`src/rtl/bird_ctrl.sv`:
```
// bird_ctrl: IDLE/PLAY/DEAD game FSM with per-tick bird physics, pipe collision and scoring.
// Latency: flap press reaches the pending latch 3 cycles after the pin rises; BirdY/Score/Lost/Playing are registered and change the cycle after a tick.
// Backpressure: none. Presses between two ticks collapse into one flap, and DEAD ignores everything except a press.
//
// Ports:
//   Clk     - system clock
//   Reset   - synchronous, active-high reset
//   Flap    - raw asynchronous flap button
//   PipeX   - pipe left edge (px)
//   PipeY   - pipe gap centre (px)
//   BirdY   - bird top edge (px)
//   Score   - pipes passed, binary, saturates at 9999
//   Lost    - high while in DEAD
//   Playing - high while in PLAY
//
// Optional feature: define BIRD_DEBOUNCE_EN to debounce the synchronised button.
// The level must then hold stable for DEBOUNCE_CYCLES cycles before a press is seen.
module bird_ctrl #(
  parameter int TICK_DIV        = 1666667,
  parameter int START_Y         = 240,
  parameter int FLOOR_Y         = 470,
  parameter int BIRD_X          = 160,
  parameter int BIRD_W          = 16,
  parameter int BIRD_H          = 16,
  parameter int PIPE_W          = 40,
  parameter int GAP_HALF        = 60,
  parameter int GRAVITY         = 1,
  parameter int FLAP_V          = 8,
  parameter int MAX_FALL        = 10,
  parameter int DEBOUNCE_CYCLES = 1000000
) (
  input  logic        Clk,
  input  logic        Reset,
  input  logic        Flap,
  input  logic [9:0]  PipeX,
  input  logic [9:0]  PipeY,
  output logic [9:0]  BirdY,
  output logic [15:0] Score,
  output logic        Lost,
  output logic        Playing
);

  typedef enum logic [1:0] {
    S_IDLE = 2'd0,
    S_PLAY = 2'd1,
    S_DEAD = 2'd2
  } state_t;

  localparam int TW = (TICK_DIV > 1) ? $clog2(TICK_DIV) : 1;

  // Physics is done signed in 12 bits so an upward move past the top shows up as negative.
  localparam logic signed [11:0] GRAV_S   = 12'(GRAVITY);
  localparam logic signed [11:0] FLAP_S   = 12'(FLAP_V);
  localparam logic signed [11:0] MAXF_S   = 12'(MAX_FALL);
  localparam logic signed [11:0] BIRD_H_S = 12'(BIRD_H);
  localparam logic signed [11:0] FLOOR_S  = 12'(FLOOR_Y);
  localparam logic [9:0]         REST_Y   = 10'(FLOOR_Y - BIRD_H);
  localparam logic [9:0]         START_YV = 10'(START_Y);

  // Collision/score geometry is unsigned 11-bit so PipeX+PIPE_W and PipeY+GAP_HALF cannot wrap.
  localparam logic [10:0] BX_U  = 11'(BIRD_X);
  localparam logic [10:0] BXW_U = 11'(BIRD_X + BIRD_W);
  localparam logic [10:0] PW_U  = 11'(PIPE_W);
  localparam logic [10:0] GH_U  = 11'(GAP_HALF);
  localparam logic [10:0] BH_U  = 11'(BIRD_H);

  localparam logic [15:0] SCORE_MAX = 16'd9999;

  // ---------------------------------------------------------------- flap path
  logic flap_s1;
  logic flap_s2;
  logic flap_lvl;
  logic flap_prev;
  logic press;
  logic flap_pend;

  always_ff @(posedge Clk) begin
    if (Reset) begin
      flap_s1 <= 1'b0;
      flap_s2 <= 1'b0;
    end else begin
      flap_s1 <= Flap;
      flap_s2 <= flap_s1;
    end
  end

`ifdef BIRD_DEBOUNCE_EN
  localparam int DW = $clog2(DEBOUNCE_CYCLES + 1);

  logic [DW-1:0] db_cnt;
  logic          db_lvl;

  // The counter restarts whenever the input returns to the accepted level, so only
  // an uninterrupted run of DEBOUNCE_CYCLES differing samples flips db_lvl.
  always_ff @(posedge Clk) begin
    if (Reset) begin
      db_cnt <= '0;
      db_lvl <= 1'b0;
    end else if (flap_s2 == db_lvl) begin
      db_cnt <= '0;
    end else if (db_cnt == DW'(DEBOUNCE_CYCLES - 1)) begin
      db_cnt <= '0;
      db_lvl <= flap_s2;
    end else begin
      db_cnt <= db_cnt + 1'b1;
    end
  end

  assign flap_lvl = db_lvl;
`else
  assign flap_lvl = flap_s2;
`endif

  always_ff @(posedge Clk) begin
    if (Reset) begin
      flap_prev <= 1'b0;
    end else begin
      flap_prev <= flap_lvl;
    end
  end

  assign press = flap_lvl & ~flap_prev;

  // ---------------------------------------------------------------- tick
  logic [TW-1:0] tick_cnt;
  logic          tick;

  assign tick = (tick_cnt == TW'(TICK_DIV - 1));

  always_ff @(posedge Clk) begin
    if (Reset) begin
      tick_cnt <= '0;
    end else if (tick) begin
      tick_cnt <= '0;
    end else begin
      tick_cnt <= tick_cnt + 1'b1;
    end
  end

  // A press on the tick cycle itself is kept for the following tick, since the
  // tick only consumes what was already latched.
  always_ff @(posedge Clk) begin
    if (Reset) begin
      flap_pend <= 1'b0;
    end else begin
      flap_pend <= press | (flap_pend & ~tick);
    end
  end

  // ---------------------------------------------------------------- physics
  state_t             state;
  state_t             state_n;
  logic signed [11:0] vel_q;
  logic signed [11:0] vel_n;
  logic [9:0]         y_n;
  logic [15:0]        score_n;
  logic               scored;
  logic               scored_n;

  logic signed [11:0] vel_inc;
  logic signed [11:0] vel_new;
  logic signed [11:0] y_next;
  logic               ceil_hit;
  logic               floor_hit;
  logic [9:0]         y_new;

  always_comb begin
    vel_inc   = vel_q + GRAV_S;
    vel_new   = flap_pend ? -FLAP_S : ((vel_inc > MAXF_S) ? MAXF_S : vel_inc);
    y_next    = $signed({2'b00, BirdY}) + vel_new;
    ceil_hit  = (y_next < 12'sd0);
    floor_hit = ((y_next + BIRD_H_S) >= FLOOR_S);
    if (ceil_hit) begin
      y_new = 10'd0;
    end else if (floor_hit) begin
      y_new = REST_Y;
    end else begin
      y_new = y_next[9:0];
    end
  end

  // ---------------------------------------------------------------- collision / pass
  logic [10:0] px;
  logic [10:0] py;
  logic [10:0] yn;
  logic [10:0] gap_top;
  logic [10:0] gap_bot;
  logic        h_overlap;
  logic        outside_gap;
  logic        collide;
  logic        pass;

  always_comb begin
    px          = {1'b0, PipeX};
    py          = {1'b0, PipeY};
    yn          = {1'b0, y_new};
    gap_top     = (py >= GH_U) ? (py - GH_U) : 11'd0;
    gap_bot     = py + GH_U;
    h_overlap   = (px < BXW_U) && ((px + PW_U) > BX_U);
    outside_gap = (yn < gap_top) || ((yn + BH_U) > gap_bot);
    collide     = h_overlap && outside_gap;
    pass        = ((px + PW_U) < BX_U);
  end

  // ---------------------------------------------------------------- FSM
  always_ff @(posedge Clk) begin
    if (Reset) begin
      state  <= S_IDLE;
      BirdY  <= START_YV;
      vel_q  <= '0;
      Score  <= '0;
      scored <= 1'b0;
    end else begin
      state  <= state_n;
      BirdY  <= y_n;
      vel_q  <= vel_n;
      Score  <= score_n;
      scored <= scored_n;
    end
  end

  always_comb begin
    state_n  = state;
    y_n      = BirdY;
    vel_n    = vel_q;
    score_n  = Score;
    scored_n = scored;
    unique case (state)
      S_IDLE: begin
        y_n      = START_YV;
        vel_n    = '0;
        score_n  = '0;
        scored_n = 1'b0;
        if (press) begin
          state_n = S_PLAY;
        end
      end
      S_PLAY: begin
        if (tick) begin
          y_n   = y_new;
          vel_n = ceil_hit ? 12'sd0 : vel_new;
          // Collision beats a pass on the same tick; the flag is re-armed only
          // once the pipe has wrapped back to the right of the bird.
          if (pass) begin
            if (!scored && !collide) begin
              score_n  = (Score == SCORE_MAX) ? Score : Score + 16'd1;
              scored_n = 1'b1;
            end
          end else begin
            scored_n = 1'b0;
          end
          if (floor_hit || collide) begin
            state_n = S_DEAD;
          end
        end
      end
      S_DEAD: begin
        if (press) begin
          state_n  = S_IDLE;
          y_n      = START_YV;
          vel_n    = '0;
          score_n  = '0;
          scored_n = 1'b0;
        end
      end
      default: begin
        state_n = S_IDLE;
      end
    endcase
  end

  assign Lost    = (state == S_DEAD);
  assign Playing = (state == S_PLAY);

endmodule

```
`config.mk`:
```
export PLATFORM = sky130hd
export DESIGN_NAME = bird_ctrl
export DESIGN_NICKNAME = d
export VERILOG_FILES = /design/src/rtl/bird_ctrl.sv
export SDC_FILE = /design/constraint.sdc
export NUM_CORES = 1
export LEC_CHECK = 0
export ABC_AREA = 1
export CORE_ASPECT_RATIO = 0.75
export CORE_MARGIN = 2
export CORE_UTILIZATION = 50
export CTS_CLUSTER_DIAMETER = 30
export DETAILED_ROUTE_END_ITERATION = 12
export PLACE_DENSITY = 0.76
export SLEW_MARGIN = 25
export SYNTH_ARGS = -nofsm -noshare
export SYNTH_HDL_FRONTEND = slang
export SYNTH_SLANG_ARGS = --single-unit
```
`constraint.sdc`:
```
create_clock -name Clk -period 5.75 [get_ports Clk]
set_clock_uncertainty 0.2 [all_clocks]
set_input_delay 0.8625 -clock Clk [delete_from_list [all_inputs] [get_ports Clk]]
set_output_delay 0.8625 -clock Clk [all_outputs]
set_load 0.05 [all_outputs]
```
==> results of run 1 <==
## routing by layer
layer,global-route usage,wire (um),up-vias
li1,-,-,2835
met1,0.399,7230,2676
met2,0.449,7020,214
met3,0.0590,1180,19
met4,0.0562,180,0
met5,0,0,-
## synthesized netlist by cell type, drive strengths merged, types with 2 or more instances
library cell / count
xnor2: 13
or2: 4
nor3: 31
nand3b: 3
dfxtp: 66
o21a: 4
xor2: 13
buf: 3
nand2: 204
a31oi: 5
clkbuf: 9
o21ai: 33
nor3b: 6
inv: 110
a21oi: 63
nand3: 46
ha: 42
clkinv: 2
nand4: 21
nor4: 8
nor2: 86
## area by class of cell
type / instances / area [um2] / share of cell area
multi-input cells: 594 / 3670 / 0.526
flip-flops and latches: 66 / 1330 / 0.190
repair buffers: 127 / 1080 / 0.155
inverters: 112 / 420 / 0.0602
clock buffers: 10 / 239 / 0.0342
well taps: 132 / 165 / 0.0237
clock inverters: 5 / 78.8 / 0.0113
## kinds of logic after synthesis
family / share of synthesized area
other: 0.000737
flip-flops: 0.260
buffers and inverters: 0.0920
adder cells (fa/ha/maj): 0.107
AO/OA/AOI/OAI: 0.121
AND/OR/NAND/NOR: 0.373
XOR/XNOR: 0.0463
## what timing repair did
item                                    in CTS  in global routing
buffers inserted                            11                  5
gates resized for setup                     36                 43
pin swaps                                   28                 23
endpoints found under the setup margin       3                  3
## stage by stage
| step | setup slack, ns | area, um2 |
|---|---|---|
| final | -0.0395 | 6980 |
| after global routing | -0.361 | 6980 |
| after CTS | 0.00646 | 6730 |
| after detailed placement | -0.294 | 6190 |
| after global placement | -0.0512 | 6190 |
| after floorplan | 0.00560 | 5110 |
## state kept, by name, indices dropped and copies added, names as in the netlist
name,count
tick_cnt,21
Score,16
vel_q,12
BirdY,10
state,2
flap_lvl,1
flap_pend,1
flap_prev,1
flap_s1,1
scored,1
## final timing paths
check                         from                    end  slack, ns  cells past startpoint
max          vel_q[1]$_SDFFE_PP0P_  state[0]$_SDFFE_PP0P_      -0.04                     45
min             flap_s1$_SDFF_PP0_    flap_lvl$_SDFF_PP0_       0.22                      2
max reg2reg  vel_q[1]$_SDFFE_PP0P_  state[0]$_SDFFE_PP0P_      -0.04                     45
min reg2reg     flap_s1$_SDFF_PP0_    flap_lvl$_SDFF_PP0_       0.22                      2
## worst min-delay path, delay by kind of cell (launching register included)
family | cells | cell delay, ns
buffers and inverters | 1 | 0.05
DFF | 1 | 0.30
and+or+nand+nor | 1 | 0.03
## power by group through the flow
stage	sequential [mW]	clock (mW)	combinational, mW
floorplan	0.498	0	0.346
global placement	0.488	0	0.568
detailed placement	0.488	0	0.591
CTS	0.478	0.595	0.635
global route	0.479	0.614	0.768
finish	0.479	0.588	0.702
==> results.cfg, run 1 <==
[worst_setup_path]
crit_buf_inv = 10
cp_top_family = simple AND/OR/NAND/NOR gates
slowest_stage = dfxtp_4
crit_required_ns = 5.77
worst_path_largest_cell_delay_ns = 0.37
path_max_fanout = 4
critPathKind = register to register
start_kind = register
endpoint_kind = register
cp_common_cell = nand2_2
arrival_ns = 5.81

[die]
die_area_um2 = 11000
num_io_pins = 51
core_area_um2 = 9770
dieHeight_um = 91.3
start_util = 0.520
fp.dieW_um = 120
rows = 31

[logic_synthesis]
yosysSeqAreaShare = 0.260
yosysWarnings = 0
syn_area_um2 = 5080
ys_ff_latch = 66
async_reset_ff_frac = 0
avgSynthCellArea_um2 = 6.49
synth_edf_count = 0
netlist_instances = 784
synthDistinctLibCells = 45
synth_area_leaders = dfxtp_1 26%, nand2_1 14%, ha_1 10%
synth.top_cell.area_share = 0.260
synthesis.nets = 850
yosysTopAreaCell = dfxtp_1
synthFlopType = dfxtp_1

[power_and_ir_drop]
p_clk_frac = 0.333
p_leak_nw = 3.06
combPwrFrac = 0.397
p_per_area_nw_per_um2 = 253
p_sw_mw = 0.603
swShare = 0.341
power.total_mw = 1.77
power_frac_seq = 0.271
ir_worst_vdd_v = 0.000170
p_int_mw = 1.17

[grt]
grt_pass1_vias = 5301
antenna_found_initial = 0
grt_max_degree = 31
overflow = 0
grtUsageTotal = 0.284
grt_first_pass_wirelength_um = 25000

[clock_tree]
clock_sinks = 66
cts_root_buffer = clkbuf_16
cts.hold.buffers_added = 0
cts_tree = yes
clockBufferDepth = 2
htreeDepth = 3
clk_pin_slew_ns = 0.05
cts_buffers = 9
clock_latency_ns = 0.34

[layout]
drive_above_1_share = 0.224
fin_cells = 1046
layout.cells.most_common_list = 169 x nand2_1, 100 x inv_1, 77 x buf_4
finish.utilization = 0.714
final_common_cell = nand2_1
area_growth_pct = 37.3
num_antenna_cells = 0
nets = 976
n_fill_cell = 798

[routing]
drt-vias-per-instance = 5.49
dr_total_vias = 5744
drtPass1Iterations = 5
routedWlPerCell_um = 14.9
drc = 0
finalWirelength_um = 15600
drt_iter0_drc = 512
ant_nets = 0

[sta]
max_freq_mhz = 173
holdWs_ns = 0.219
slew_viol_final = 0
maxSlewHeadroom = 0.312
layout_setup_ws_ns = -0.0395
tightest_slew_ns = 1.03
setup_violations = 3
fin_crit_sh = 1.01
hold_violations = 0
period_needed_ns = 5.79
finalSetupTns_ns = -0.0665
rsz0062_at_grt = yes

[place]
port_buffers = 50
routabilityCongestion = 0.917
dpl.hpwl_um = 11700
placedCellCount = 1015

[flow_run]
maxCapViolCount = 0

[min_path]
hold_path.class = register to register

[status]
status = complete, but fails checks
violations = setup timing
Note: power is estimated with default switching activity, not from simulation.
==> inputs of run 2 (changes only) <==
--- a/config.mk
+++ b/config.mk
@@ -8,10 +8,11 @@
 export ABC_AREA = 1
 export CORE_ASPECT_RATIO = 0.75
 export CORE_MARGIN = 2
-export CORE_UTILIZATION = 50
+export CORE_UTILIZATION = 25
 export CTS_CLUSTER_DIAMETER = 30
 export DETAILED_ROUTE_END_ITERATION = 12
-export PLACE_DENSITY = 0.76
+export PLACE_DENSITY = 0.43
+export SETUP_SLACK_MARGIN = 0.2
 export SLEW_MARGIN = 25
 export SYNTH_ARGS = -nofsm -noshare
 export SYNTH_HDL_FRONTEND = slang
==> constraint.sdc (replaced) <==
create_clock -name Clk -period 6.69 [get_ports Clk]
set_clock_uncertainty 0.2 [all_clocks]
set_input_delay 1.0035 -clock Clk [delete_from_list [all_inputs] [get_ports Clk]]
set_output_delay 1.0035 -clock Clk [all_outputs]
set_load 0.05 [all_outputs]
==> results.cfg, run 2 (synthesis gave the netlist of run 1 again) <==
[status]
status = finished clean

[clock_tree]
cts_root_buffer = clkbuf_16
cts_tree = yes
clk_pin_slew_ns = 0.06
cts.hold.buffers_added = 0
clock_latency_ns = 0.34
clock_sinks = 66
cts_buffers = 9
clockBufferDepth = 2
htreeDepth = 3

[worst_setup_path]
cp_common_cell = nand2_1
slowest_stage = dfxtp_4
worst_path_largest_cell_delay_ns = 0.36
crit_required_ns = 6.71
endpoint_kind = register
arrival_ns = 5.99
critPathKind = register to register
start_kind = register
path_max_fanout = 6

[power_and_ir_drop]
p_clk_frac = 0.337
p_int_mw = 0.837
combPwrFrac = 0.351
power_frac_seq = 0.311
ir_worst_vdd_v = 0.000105
p_leak_nw = 2.68
p_per_area_nw_per_um2 = 205
swShare = 0.365
p_sw_mw = 0.482

[sta]
finalSetupTns_ns = 0
period_needed_ns = 5.97
rsz0062_at_grt = no
setup_violations = 0
layout_setup_ws_ns = 0.717
maxSlewHeadroom = 0.425
slew_viol_final = 0
max_freq_mhz = 167
hold_violations = 0
holdWs_ns = 0.206
fin_crit_sh = 0.893
tightest_slew_ns = 0.863

[die]
start_util = 0.253
die_area_um2 = 21500
num_io_pins = 51
core_area_um2 = 20100
rows = 45
fp.dieW_um = 169
dieHeight_um = 128

[layout]
fin_cells = 1112
num_antenna_cells = 0
drive_above_1_share = 0.135
top_register = tick_cnt
final_common_cell = nand2_1
nets = 915
layout.cells.most_common_list = 181 x nand2_1, 101 x inv_1, 72 x nor2_1
reg_top3 = tick_cnt: 21 flops, Score: 16 flops, vel_q: 12 flops
largest_register_ffs = 21
final_cell_area_um2 = 6440
area_growth_pct = 26.7

[place]
placedCellCount = 1088
dpl.hpwl_um = 12400
routabilityCongestion = 0.809
port_buffers = 50
dpl_cell_area_um2 = 5920
post-place-ws_ns = 0.172

[routing]
drtPass1Iterations = 5
ant_nets = 0
routedWlPerCell_um = 13.8
finalWirelength_um = 15400
drc = 0
drt-vias-per-instance = 4.58
drt_iter0_drc = 290
dr_total_vias = 5090

[grt]
grt_first_pass_wirelength_um = 24900
antenna_found_initial = 0
grt_pass1_vias = 4681
overflow = 0
grtUsageTotal = 0.146
grt_max_degree = 31

[flow_run]
maxCapViolCount = 0

[min_path]
hold_path.class = register to register
-- run 2: cell count changes in the layout (fill, tap and decap cells not counted), moves of 5 or more --
cell,change
ha_4,-5
nand3_1,+5
nand2_2,-10
nand2_1,+12
buf_4,-61
-- run 2: power groups by stage --
stage	Clock [mW]	Combinational (mW)	Sequential, mW
2_1_floorplan	0	0.293	0.428
3_3_place_gp	0	0.431	0.420
3_5_place_dp	0	0.427	0.420
4_1_cts	0.458	0.431	0.411
5_1_grt	0.478	0.524	0.411
6_report	0.445	0.463	0.411
-- run 2: final timing paths --
check                                           start                    end  slack, ns  cells past startpoint
worst max register to register  vel_q[0]$_SDFFE_PP0P_  state[0]$_SDFFE_PP0P_       0.72                     44
worst min register to register     flap_s1$_SDFF_PP0_    flap_lvl$_SDFF_PP0_       0.21                      2
worst min-delay path               flap_s1$_SDFF_PP0_    flap_lvl$_SDFF_PP0_       0.21                      2
worst max-delay path            vel_q[0]$_SDFFE_PP0P_  state[0]$_SDFFE_PP0P_       0.72                     44
-- run 2: cell type report --
| type | count | area, um2 |
|---|---|---|
| clock buffers | 10 | 239 |
| repair buffers | 66 | 621 |
| flip-flops and latches | 66 | 1340 |
| well taps | 258 | 323 |
| clock inverters | 6 | 42.5 |
| multi-input cells | 594 | 3460 |
| inverters | 112 | 423 |
| fillers | 2218 | 13700 |
-- run 2: per-layer routing --
layer | GRT usage | up-vias | share of wire
li1 | - | 2696 | -
met1 | 0.236 | 2300 | 0.58
met2 | 0.191 | 83 | 0.38
met3 | 0.0282 | 11 | 0.033
met4 | 0.0345 | 0 | 0.0066
met5 | 0 | - | 0
-- run 2: worst max-delay path: cells and delay by family (launching register included) --
kind	cells	cell delay, ns
AOI/OAI and AO/OA	5	0.82
xor gates and xnor gates	2	0.36
adders and majority gates	6	1.50
buffers and inverters	7	0.60
DFF	1	0.36
and+or+nand+nor	24	1.97
-- run 2: timing repair --
action	4_1_cts	5_1_grt
setup buffers	0	8
pin swaps	0	10
endpoints found under the setup margin	3	3
gates resized for setup	2	46
endpoints found under the hold margin	0	0
-- run 2: per-stage QoR --
step / util / total power [mW]
2_1_floorplan: - / 0.721
3_3_place_gp: 0.295 / 0.851
3_5_place_dp: 0.295 / 0.847
4_1_cts: 0.309 / 1.30
5_1_grt: 0.321 / 1.41
6_report: 0.321 / 1.32
